`src/rtl/bill_acceptor_if.sv`:
```
// Bill validator front end: debounces the throat sensor, classifies the
// denomination, and issues paced credit pulses plus stacker/eject commands.
module bill_acceptor_if #(
  parameter int DEBOUNCE_CYCLES = 4,
  parameter int HOLDOFF_CYCLES  = 3,
  parameter int JAM_CYCLES      = 64
) (
  input  logic       Clk,
  input  logic       RstN,
  input  logic       BillIn,
  input  logic [2:0] Denom,
  input  logic       Ready,
  input  logic       Bill,
  output logic       Ten,
  output logic       Twenty,
  output logic       Stack,
  output logic       Eject,
  output logic       Busy,
  output logic       Jam,
  output logic [7:0] AcceptCnt
);

  localparam int DW = 4;
  localparam int HW = $clog2(HOLDOFF_CYCLES + 1);
  localparam int JW = $clog2(JAM_CYCLES + 1);
  localparam logic [DW-1:0] DB_LAST  = DW'(DEBOUNCE_CYCLES - 1);
  localparam logic [HW-1:0] HO_LAST  = HW'(HOLDOFF_CYCLES - 1);
  localparam logic [JW-1:0] JAM_LAST = JW'(JAM_CYCLES - 1);

  localparam logic [2:0] CODE_TEN    = 3'd1;
  localparam logic [2:0] CODE_TWENTY = 3'd2;

  typedef enum logic [3:0] {
    ST_IDLE, ST_DEBOUNCE, ST_CLASSIFY, ST_CREDIT, ST_STACK,
    ST_EJECT, ST_HOLDOFF, ST_WAIT_CLEAR, ST_JAMMED
  } state_t;

  state_t        state_reg, state_next;
  logic [2:0]    denom_reg, denom_next;
  logic [DW-1:0] db_cnt_reg, db_cnt_next;
  logic [HW-1:0] hold_cnt_reg, hold_cnt_next;
  logic [JW-1:0] jam_cnt_reg, jam_cnt_next;
  logic          ten_reg, ten_next;
  logic          twenty_reg, twenty_next;
  logic          stack_reg, stack_next;
  logic          eject_reg, eject_next;
  logic          jam_reg, jam_next;
  logic [7:0]    accept_cnt_reg, accept_cnt_next;
  logic          denom_valid;

  assign denom_valid = (denom_reg == CODE_TEN) || (denom_reg == CODE_TWENTY);

  // Reset lands in WAIT_CLEAR so a bill held through reset is never credited.
  always_ff @(posedge Clk or negedge RstN) begin
    if (!RstN) begin
      state_reg      <= ST_WAIT_CLEAR;
      denom_reg      <= '0;
      db_cnt_reg     <= '0;
      hold_cnt_reg   <= '0;
      jam_cnt_reg    <= '0;
      ten_reg        <= 1'b0;
      twenty_reg     <= 1'b0;
      stack_reg      <= 1'b0;
      eject_reg      <= 1'b0;
      jam_reg        <= 1'b0;
      accept_cnt_reg <= '0;
    end else begin
      state_reg      <= state_next;
      denom_reg      <= denom_next;
      db_cnt_reg     <= db_cnt_next;
      hold_cnt_reg   <= hold_cnt_next;
      jam_cnt_reg    <= jam_cnt_next;
      ten_reg        <= ten_next;
      twenty_reg     <= twenty_next;
      stack_reg      <= stack_next;
      eject_reg      <= eject_next;
      jam_reg        <= jam_next;
      accept_cnt_reg <= accept_cnt_next;
    end
  end

  always_comb begin
    state_next      = state_reg;
    denom_next      = denom_reg;
    db_cnt_next     = db_cnt_reg;
    hold_cnt_next   = hold_cnt_reg;
    jam_cnt_next    = jam_cnt_reg;
    ten_next        = 1'b0;
    twenty_next     = 1'b0;
    stack_next      = 1'b0;
    eject_next      = 1'b0;
    jam_next        = jam_reg;
    accept_cnt_next = accept_cnt_reg;

    case (state_reg)
      ST_IDLE: begin
        if (BillIn) begin
          state_next  = ST_DEBOUNCE;
          denom_next  = Denom;
          db_cnt_next = DW'(1);
        end
      end
      ST_DEBOUNCE: begin
        if (!BillIn) begin
          state_next = ST_IDLE;
        end else if (Denom != denom_reg) begin
          denom_next  = Denom;
          db_cnt_next = DW'(1);
        end else if (db_cnt_reg == DB_LAST) begin
          state_next = ST_CLASSIFY;
        end else begin
          db_cnt_next = db_cnt_reg + DW'(1);
        end
      end
      // Outputs are registered, so each pulse is raised on entry to its state.
      ST_CLASSIFY: begin
        if (denom_valid && (Ready || Bill)) begin
          state_next  = ST_CREDIT;
          ten_next    = (denom_reg == CODE_TEN);
          twenty_next = (denom_reg == CODE_TWENTY);
          if (accept_cnt_reg != 8'hFF)
            accept_cnt_next = accept_cnt_reg + 8'd1;
        end else begin
          state_next = ST_EJECT;
          eject_next = 1'b1;
        end
      end
      ST_CREDIT: begin
        state_next = ST_STACK;
        stack_next = 1'b1;
      end
      ST_STACK: begin
        state_next    = ST_HOLDOFF;
        hold_cnt_next = '0;
      end
      ST_HOLDOFF: begin
        if (hold_cnt_reg == HO_LAST) begin
          state_next   = ST_WAIT_CLEAR;
          jam_cnt_next = '0;
        end else begin
          hold_cnt_next = hold_cnt_reg + HW'(1);
        end
      end
      ST_EJECT: begin
        state_next   = ST_WAIT_CLEAR;
        jam_cnt_next = '0;
      end
      ST_WAIT_CLEAR: begin
        if (!BillIn) begin
          state_next = ST_IDLE;
        end else if (jam_cnt_reg == JAM_LAST) begin
          state_next = ST_JAMMED;
          jam_next   = 1'b1;
        end else begin
          jam_cnt_next = jam_cnt_reg + JW'(1);
        end
      end
      ST_JAMMED: begin
        jam_next = 1'b1;
      end
      default: begin
        state_next = ST_WAIT_CLEAR;
      end
    endcase
  end

  assign Ten       = ten_reg;
  assign Twenty    = twenty_reg;
  assign Stack     = stack_reg;
  assign Eject     = eject_reg;
  assign Jam       = jam_reg;
  assign AcceptCnt = accept_cnt_reg;
  assign Busy      = (state_reg != ST_IDLE);

endmodule
```
`config.mk`:
```
export PLATFORM = sky130hd
export DESIGN_NAME = bill_acceptor_if
export DESIGN_NICKNAME = d
export VERILOG_FILES = /design/src/rtl/bill_acceptor_if.sv
export SDC_FILE = /design/constraint.sdc
export NUM_CORES = 1
export LEC_CHECK = 0
export CORE_ASPECT_RATIO = 0.5
export CORE_MARGIN = 8
export CORE_UTILIZATION = 30
export DETAILED_ROUTE_END_ITERATION = 12
export HOLD_SLACK_MARGIN = 0.08
export SKIP_LAST_GASP = 1
export SYNTH_ARGS = -nofsm -noshare
export SYNTH_HDL_FRONTEND = slang
export SYNTH_SLANG_ARGS = --single-unit
```
`constraint.sdc`:
```
create_clock -name Clk -period 3.2 [get_ports Clk]
set_input_delay 0.96 -clock Clk [delete_from_list [all_inputs] [get_ports Clk]]
set_output_delay 0.96 -clock Clk [all_outputs]
set_load 0.02 [all_outputs]
```
==> results of run 1 <==
-- critical path, delay by kind of cell (launching register included) --
family	cells	cell delay [ns]
and+or+nand+nor	2	0.15
DFF	1	0.79
buffers and inverters	1	0.60
-- layout make-up --
type                    count  share of cell area, %
well taps                  88                  4.764
repair buffers             24                  10.07
flip-flops and latches     33                  35.90
clock buffers               8                  6.335
inverters                   9                  1.462
multi-input cells         133                  41.47
-- worst paths after layout --
kind,end,slack [ns],start
hold / removal,Jam$_DFFE_PN0P_,0.46,Jam$_DFFE_PN0P_
setup reg to reg,jam_cnt_reg[4]$_DFFE_PN0P_,0.98,state_reg[0]$_DFFE_PN1P_
max in group asynchronous,state_reg[2]$_DFFE_PN1P_,1.77,RstN
setup / recovery,Busy,0.42,state_reg[0]$_DFFE_PN1P_
min in group asynchronous,AcceptCnt[4]$_DFFE_PN0P_,1.09,RstN
hold reg to reg,Jam$_DFFE_PN0P_,0.46,Jam$_DFFE_PN0P_
-- per-stage QoR --
step / cell area, um^2 / total power [mW] / utilization [%] / hold slack, ns
after floorplan: 1876 / 1.183 / - / 0.4484
after global placement: 2165 / 1.333 / 35.74 / 0.4531
after detailed placement: 2165 / 1.363 / 35.74 / 0.4561
after CTS: 2311 / 1.845 / 38.16 / 0.4692
after global routing: 2311 / 1.951 / 38.16 / 0.4826
final: 2311 / 1.824 / 38.16 / 0.4631
-- kinds of logic after synthesis --
logic type	share of synthesized area, %
compound gates	13.21
xor+xnor	5.537
fa+ha+maj	2.669
buf+inv	4.670
flops	44.23
mux	3.735
simple gates	25.95
-- cells in the final DEF, fill, tap and decap left out, drive strengths merged, types with 2 or more instances in the layout --
master,n
o211ai,4
nor4,8
a41oi,2
nor2,8
or2,2
o21ai,10
a21oi,8
and3,2
mux2,5
inv,9
clkbuf,8
nand2b,3
nand3,13
dfrtp,30
clkdlybuf4s50,21
xor2,11
o21a,2
nor2b,3
dfstp,3
ha,4
nor3b,3
or4b,4
nor3,3
nand4,6
buf,3
nand2,12
-- layer usage --
metal | share of wire, % | up-vias | global-route usage, %
li1 | - | 728 | -
met1 | 47 | 722 | 10.94
met2 | 48 | 21 | 14.26
met3 | 2.9 | 4 | 2.120
met4 | 1.4 | 0 | 4.308
met5 | 0 | - | 0
-- power breakdown --
| part | total [mW] | leakage (nW) | internal, mW | switching [mW] |
|---|---|---|---|---|
| Clock | 0.470 | 0.0712 | 0.310 | 0.160 |
| Sequential | 0.719 | 0.433 | 0.535 | 0.184 |
| Combinational | 0.636 | 0.467 | 0.299 | 0.337 |
==> impl_metrics.ini, run 1 <==
[status]
status = complete, no violations

[setup_path]
worstPathCellList = nor2_1 -> nand2_1 -> clkdlybuf4s50_1
slowest_stage = dfstp_2
path_max_fanout = 26
reg2reg_depth = 4
critPathArrivalTime_ns = 1.82
endpoint_kind = primary output
path_class = reg2out
critical-path-max-stage-delay_ns = 0.79
startpoint_type = flop
cp.required_ns = 2.24

[run]
max_cap_viol_count = 0

[global_routing]
grt_antenna_before_repair = 0
grt_overflow = 0
grt_max_degree = 34
grtUsageTotal_pct = 8.825
grt_pass1_vias = 1352
grt_pass1_wl_um = 6541

[cts]
cts.repair.resized = 0
clock_tree.buffer_depth = 2
clk_pin_slew_ns = 0.05
htree_levels = 2
cts_tree = yes
postCtsSetupBuffers = 0
cts_made_buffers = 5
cts_hold_buf = 0
cts_sinks = 33
insertion_delay_ns = 0.27
cts_root_buf = clkbuf_16

[route]
wire_per_inst_um = 13.28
avgViaCountPerCell = 5.000
firstDrtPassIters = 4
totalWireLength_um = 3917
vias = 1475
antenna_left = 0
drt_iter0_drc = 47
drcViolationCount = 0

[logic_synthesis]
synth.most_common_cell = dfrtp_1
ys_top_cells_by_area = dfrtp_1 (40%), xor2_1 (4.7%), dfstp_2 (4.2%), nand3_1 (3.5%), ha_1 (2.7%)
synthArstFlopShare_pct = 100.0
synthDistinctLibCells = 53
yosysWarnings = 0
syn_nets = 195
synthCells = 183
ys_dominant_reg_cell = dfrtp_1
ys_ff_latch = 33
synth_common_cells = dfrtp_1 (30), nand3_1 (13), nand2_1 (12), xor2_1 (10), inv_1 (9)
seq_area_frac_synth_pct = 44.23
synth_area_mm2 = 0.001876
yosysTopAreaCell = dfrtp_1
avgSynthCellArea_um2 = 10.25
yosysTopAreaCellShare_pct = 40.03
synth-edff-count = 0

[timing]
hold_viol_final = 0
fin_crit_sh_pct = 86.86
clock_skew_ns = 0.003550
slew_violations = 0
fmax_mhz = 359.8
maxSlewHeadroom_pct = 50.53
worst_slew_pin_slew_ns = 0.7363
setup_viol = 0
rsz0062_at_grt = false
setup-tns-final_ns = 0
worst_slack_ns = 0.4204
post-route-min-period_ns = 2.780

[power_and_ir_drop]
vdd_drop_max_mv = 0.2548
power.density_mw_per_mm2 = 789.2
leakagePower_nw = 0.9707

[cells_and_area]
area_growth_pct = 23.22
final_cells = 295
multi_input_area_um2 = 958.4
fill_cells = 616
antenna_cells = 0
ff_latch_area_um2 = 829.5
num-nets-final = 218
largest_reg_flops = 8
final_layout_size_suffix_gt1_share_pct = 14.49

[placed_design]
dpl.hpwl_um = 2784
gp_congestion = 0.8433
dp_slack_ns = 0.5121
dp.cells = 287
port_buffers = 21

[floorplanning]
die_x_um = 127.8
coreArea_mm2 = 0.006056
dieArea_mm2 = 0.009192
rows = 20
start_util_pct = 30.97
ios = 22
die_y_um = 71.91

[worst_hold_path]
holdPathStages = 1
min_path_type = reg2reg
Note: power is estimated with default switching activity, not from simulation.
==> run 2: changes to the inputs <==
--- a/config.mk
+++ b/config.mk
@@ -9,8 +9,8 @@
 export CORE_MARGIN = 8
 export CORE_UTILIZATION = 30
 export DETAILED_ROUTE_END_ITERATION = 12
+export GPL_ROUTABILITY_DRIVEN = 1
 export HOLD_SLACK_MARGIN = 0.08
-export SKIP_LAST_GASP = 1
 export SYNTH_ARGS = -nofsm -noshare
 export SYNTH_HDL_FRONTEND = slang
 export SYNTH_SLANG_ARGS = --single-unit
==> results of run 2 <==
Final layout, timing and power as in run 1 (identical DEF).
